===== src/rtl/register_file_pkg.sv =====
// Shared definitions for the register file and its read ports.
// Holds the default geometry, the hardwired-zero address and a helper
// that sizes array indices for a given depth.
package register_file_pkg;

  localparam int DEFAULT_WIDTH  = 32;
  localparam int DEFAULT_DEPTH  = 32;
  localparam int DEFAULT_ADDR_W = 5;
  localparam int DEFAULT_NUM_RD = 2;
  localparam int MAX_NUM_RD     = 4;

  // Address of the word that reads as zero when ZERO_REG is set
  localparam int ZERO_ADDR = 0;

  // Index width needed to address DEPTH words (at least one bit)
  function automatic int idxWidth(input int depth);
    return (depth > 1) ? $clog2(depth) : 1;
  endfunction

endpackage


===== src/rtl/register_file_read_port.sv =====
// One registered read port of the register file.
// Ports:
//   clk, rst   clock and synchronous active-high reset
//   readEn     read enable for this port
//   readAddr   read address for this port
//   words      current storage contents from the top level
//   wrAccept   the write port commits a word on this edge
//   writeAddr  address of that write
//   writeData  data of that write
//   readData   registered read data (holds when readEn is low)
//   readValid  high for the cycle after an accepted read
module read_port
  import register_file_pkg::*;
#(
  parameter int WIDTH    = DEFAULT_WIDTH,
  parameter int DEPTH    = DEFAULT_DEPTH,
  parameter int ADDR_W   = DEFAULT_ADDR_W,
  parameter int ZERO_REG = 1
) (
  input  logic              clk,
  input  logic              rst,
  input  logic              readEn,
  input  logic [ADDR_W-1:0] readAddr,
  input  logic [WIDTH-1:0]  words [DEPTH],
  input  logic              wrAccept,
  input  logic [ADDR_W-1:0] writeAddr,
  input  logic [WIDTH-1:0]  writeData,
  output logic [WIDTH-1:0]  readData,
  output logic              readValid
);

  localparam int IDX_W = idxWidth(DEPTH);

  logic             inRange;
  logic             isZeroWord;
  logic             bypassHit;
  logic [IDX_W-1:0] readIdx;
  logic [WIDTH-1:0] nextData;

  // Select what this port will capture on the coming edge. A write that is
  // being committed on the same edge wins over the stored word; writes that
  // get dropped never raise wrAccept, so they can never be forwarded here.
  always_comb begin
    inRange    = 32'(readAddr) < DEPTH;
    isZeroWord = (ZERO_REG != 0) && (32'(readAddr) == ZERO_ADDR);
    bypassHit  = wrAccept && (writeAddr == readAddr);
    readIdx    = readAddr[IDX_W-1:0];
    nextData   = '0;
    if (bypassHit) begin
      nextData = writeData;
    end else if (inRange && !isZeroWord) begin
      nextData = words[readIdx];
    end
  end

  // Output register: data only moves on an accepted read, valid pulses once
  always_ff @(posedge clk) begin
    if (rst) begin
      readData  <= '0;
      readValid <= 1'b0;
    end else if (readEn) begin
      readData  <= nextData;
      readValid <= 1'b1;
    end else begin
      readValid <= 1'b0;
    end
  end

endmodule


===== src/rtl/register_file.sv =====
// Multi-port register file for the CPU datapath: DEPTH words of WIDTH bits,
// one synchronous write port and NUM_RD registered, write-first read ports.
// Ports:
//   clk, rst   clock and synchronous active-high reset
//   regWrite   write enable
//   writeAddr  write address
//   writeData  write data
//   readEn     per-port read enables, bit i for port i
//   readAddr   packed read addresses, port i at [i*ADDR_W +: ADDR_W]
//   readData   packed registered read data, port i at [i*WIDTH +: WIDTH]
//   readValid  per-port valid, high the cycle after an accepted read
module register_file
  import register_file_pkg::*;
#(
  parameter int WIDTH    = DEFAULT_WIDTH,
  parameter int DEPTH    = DEFAULT_DEPTH,
  parameter int ADDR_W   = DEFAULT_ADDR_W,
  parameter int NUM_RD   = DEFAULT_NUM_RD,
  parameter int ZERO_REG = 1
) (
  input  logic                     clk,
  input  logic                     rst,
  input  logic                     regWrite,
  input  logic [ADDR_W-1:0]        writeAddr,
  input  logic [WIDTH-1:0]         writeData,
  input  logic [NUM_RD-1:0]        readEn,
  input  logic [NUM_RD*ADDR_W-1:0] readAddr,
  output logic [NUM_RD*WIDTH-1:0]  readData,
  output logic [NUM_RD-1:0]        readValid
);

  localparam int IDX_W = idxWidth(DEPTH);

  // Reject geometries the address bus cannot cover or unsupported port counts
  generate
    if ((2 ** ADDR_W) < DEPTH) begin : gBadAddrW
      $error("register_file: ADDR_W=%0d cannot address DEPTH=%0d", ADDR_W, DEPTH);
    end
    if ((NUM_RD < 1) || (NUM_RD > MAX_NUM_RD)) begin : gBadNumRd
      $error("register_file: NUM_RD=%0d outside 1..%0d", NUM_RD, MAX_NUM_RD);
    end
  endgenerate

  logic [WIDTH-1:0] words [DEPTH];
  logic             wrAccept;
  logic [IDX_W-1:0] writeIdx;

  // A write commits only outside reset, inside the array and, when the zero
  // word is hardwired, never to word 0. The same flag drives read bypass.
  always_comb begin
    wrAccept = regWrite && !rst && (32'(writeAddr) < DEPTH) &&
               !((ZERO_REG != 0) && (32'(writeAddr) == ZERO_ADDR));
    writeIdx = writeAddr[IDX_W-1:0];
  end

  // Storage: reset clears every word, otherwise commit the accepted write
  always_ff @(posedge clk) begin
    if (rst) begin
      for (int i = 0; i < DEPTH; i++) begin
        words[i] <= '0;
      end
    end else if (wrAccept) begin
      words[writeIdx] <= writeData;
    end
  end

  generate
    for (genvar p = 0; p < NUM_RD; p++) begin : gReadPort
      read_port #(
        .WIDTH   (WIDTH),
        .DEPTH   (DEPTH),
        .ADDR_W  (ADDR_W),
        .ZERO_REG(ZERO_REG)
      ) uReadPort (
        .clk      (clk),
        .rst      (rst),
        .readEn   (readEn[p]),
        .readAddr (readAddr[p*ADDR_W +: ADDR_W]),
        .words    (words),
        .wrAccept (wrAccept),
        .writeAddr(writeAddr),
        .writeData(writeData),
        .readData (readData[p*WIDTH +: WIDTH]),
        .readValid(readValid[p])
      );
    end
  endgenerate

endmodule


===== config.mk =====
export PLATFORM = sky130hd
export DESIGN_NAME = register_file
export DESIGN_NICKNAME = d
export VERILOG_FILES = /design/src/rtl/register_file_pkg.sv /design/src/rtl/register_file_read_port.sv /design/src/rtl/register_file.sv
export SDC_FILE = /design/constraint.sdc
export NUM_CORES = 2
export LEC_CHECK = 0
export BUFFER_PORTS_ARGS = -buffer_cell sky130_fd_sc_hd__buf_2
export CORE_MARGIN = 1
export CORE_UTILIZATION = 45
export DETAILED_ROUTE_END_ITERATION = 7
export GPL_TIMING_DRIVEN = 0
export SKIP_CTS_REPAIR_TIMING = 1
export SYNTH_ARGS = -nofsm -noshare
export SYNTH_HDL_FRONTEND = slang
export SYNTH_HIERARCHICAL = 1
export SYNTH_SLANG_ARGS = --single-unit

===== constraint.sdc =====
create_clock -name clk -period 2.4 [get_ports clk]
set_clock_uncertainty 0.2 [all_clocks]
set_input_delay 0.12 -clock clk [delete_from_list [all_inputs] [get_ports clk]]
set_output_delay 0.12 -clock clk [all_outputs]
set_load 0.01 [all_outputs]

==> metrics.yaml <==
final_cell_mix: "a21oi_1, dfxtp_1, nand3_1"
violations: "DRC, capacitance limit, slew limit, setup timing"
synthCells: 6635
vias: 64545
wl_per_cell_um: 42.0
dp_hpwl_um: 272000
grt_pass1_wl_um: 483000
drt_iter0_markers: 12525
slowest_stage: "buf_1"
synth-edff-count: 0
crit_required_ps: 2920
route.detailed.vias_per_inst: 7.42
start_util_pct: 45.5
io_buffers: 111
ys_seq_area_share_pct: 37.5
final_cells: 8703
hold_viol: 0
layout_commonest_cell: "a21oi_1"
grt_max_degree: 17
setup_tns_ps: -10900
die_area_mm2: 0.131
rsz0062_at_grt: "true"
area_growth_pct: 14.0
hp-class: "input pin to register"
grt_pass1_vias: 57121
synthFlopType: "dfxtp_1"
p_total_mw: 45.8
grt.overflow.total: 0
drt_first_pass_iters: 8
grt.total_usage_pct: 53.9
gp_congestion: 1.07
cp_max_fo: 10
fin_crit_ps: 2720
worst_slack_ps: -323
max_freq_ghz: 0.367
critPathKind: "input pin to register"
wirelength_um: 365000
dp_cells: 8409
ys_types: 52
powerDensity_mw_per_mm2: 691
clockBufferDepth: 3
timing.final.crit_share_pct: 113
drtAntennaViolNets: 0
end_kind: "register"
die_w_um: 361
antenna_found_initial: 31
die_h_um: 361
grt_util_met1_pct: 67.5
netlist_area_mm2: 0.0581
arrival_ps: 3240
crit_path_frequent_cell: "buf_2"
syn_avg_cell_area_um2: 8.76
clock_latency_ps: 800
drc: 8
async_flop_share_pct: 0
critPathLaunchType: "input pin"
max_stage_delay_ps: 800
cts_tree: "yes"
cts_max_level: 4
cts.clk_slew.worst_paths_ps: 70
fin_area_mm2: 0.0663
ios: 118
core_mm2: 0.128
ys_warn_count: 6
tightestPinTransition_ps: 1570
global_route.usage.met3_pct: 26.3
path_cells: "buf_2, or3_1, buf_1, buf_2, o22ai_2, a2111oi_2, a221o_1"
ys_ff_latch: 1090
maxSlewViolCount: 11
drive_gt1_share_pct: 14.3
cts.sinks: 1090
syn-num-nets: 6687
dp_slack_ps: -2340
cap_viol_max_count: 2
outcome: "finished with violations"
grtUsageMet2_pct: 70.8
finalSetupViolCount: 96
cellLeakagePower_nw: 22.1
numCtsBuffers: 130
top_usage_layer: "met2"
cts-root-buf: "clkbuf_16"
max_slew_margin_pct: -4.37
fin_nets: 6975
placed_area_mm2: 0.0608
row_count: 131
peakVddDrop_mv: 0.704
==> power by group <==
part	total, mW	internal, mW	switching, mW	leakage, nW
clock network	21.1	12.4	8.79	2.15
registers	18.4	18.2	0.151	8.79
logic	6.28	1.36	4.92	11.2
==> synthesized netlist by cell type, types with 3 or more instances <==
master | count | area [µm²]
a21oi_1 | 1120 | 5610
dfxtp_1 | 1090 | 21800
nand3_1 | 993 | 4970
clkbuf_1 | 592 | 2220
mux2i_1 | 558 | 5590
o21ai_1 | 556 | 2780
o21ai_0 | 476 | 2380
mux4_2 | 256 | 5770
a22oi_1 | 172 | 1290
buf_2 | 158 | 791
nand2_1 | 92 | 345
o22ai_1 | 58 | 363
buf_4 | 48 | 360
nor2_1 | 44 | 165
buf_1 | 43 | 161
a22o_1 | 40 | 350
a311oi_1 | 40 | 350
buf_6 | 40 | 450
nor2b_1 | 38 | 238
or3_1 | 37 | 231
a221o_1 | 24 | 240
a31oi_1 | 24 | 150
mux2_2 | 24 | 270
a2111oi_2 | 22 | 330
a22oi_2 | 20 | 250
xor2_1 | 8 | 70.1
a311o_1 | 6 | 60.1
buf_12 | 6 | 120
and2_1 | 4 | 25.0
nor3b_1 | 4 | 30.0
and3_1 | 3 | 18.8
and3b_1 | 3 | 26.3
nand3b_1 | 3 | 22.5
or3b_1 | 3 | 26.3
==> path summary, 6_finish.rpt <==
path	from	to	slack, ps	cells past startpoint
hold reg to reg	words[996]	words[996]	280	1
setup / recovery	readAddr[8]	gReadPort[1].uReadPort/readData[19]	-320	7
hold / removal	rst	gReadPort[1].uReadPort/readData[21]	70	3
setup reg to reg	words[832]	gReadPort[1].uReadPort/readData[0]	-230	4
==> logic make-up (layout without fill, tap and decap cells) <==
kind of cell	count (synthesis)	in the layout	synth area share (%)
and+or+nand+nor	1240	1240	10.7
AOI/OAI and AO/OA	2564	2564	24.4
DFF	1090	1090	37.5
buffers and inverters	893	1277	7.14
muxes	838	838	20.0
xor gates and xnor gates	10	10	0.151
other	0	22	0
==> cell type report <==
cell class	instances	area, µm²
fill	12271	61600
multi-input combinational	4652	32600
sequential	1090	21800
buffer	889	4250
clock buffer	194	3870
tap	1662	2080
timing repair buffer	158	1020
clock inverter	34	548
antenna	22	55.1
inverter	2	7.51
==> sequential cells by signal, summed over array words and instances, names as in the netlist <==
register / flops
gReadPort.uReadPort/readData: 64
words: 1024
gReadPort.uReadPort/readValid: 2
==> per-layer routing <==
layer  part of all wire (%)  wire, µm
met5                   0.15       554
met4                    8.7     31700
met3                     17     61600
met2                     38    139000
met1                     36    132000
==> worst max-delay path, delay by kind of cell <==
kind / cells / cell delay, ps
buffers and inverters: 3 / 1720
AOI/OAI and AO/OA: 3 / 1060
and+or+nand+nor: 1 / 270
==> stage by stage <==
| step | utilization, % | hold WS (ps) |
|---|---|---|
| 2_1_floorplan | - | 10.8 |
| 3_3_place_gp | 47.5 | 263 |
| 3_5_place_dp | 47.6 | 269 |
| 4_1_cts | 51.0 | -510 |
| 5_1_grt | 51.8 | 49.9 |
| 6_report | 51.9 | 74.2 |
(Power assumes the default switching activity.)
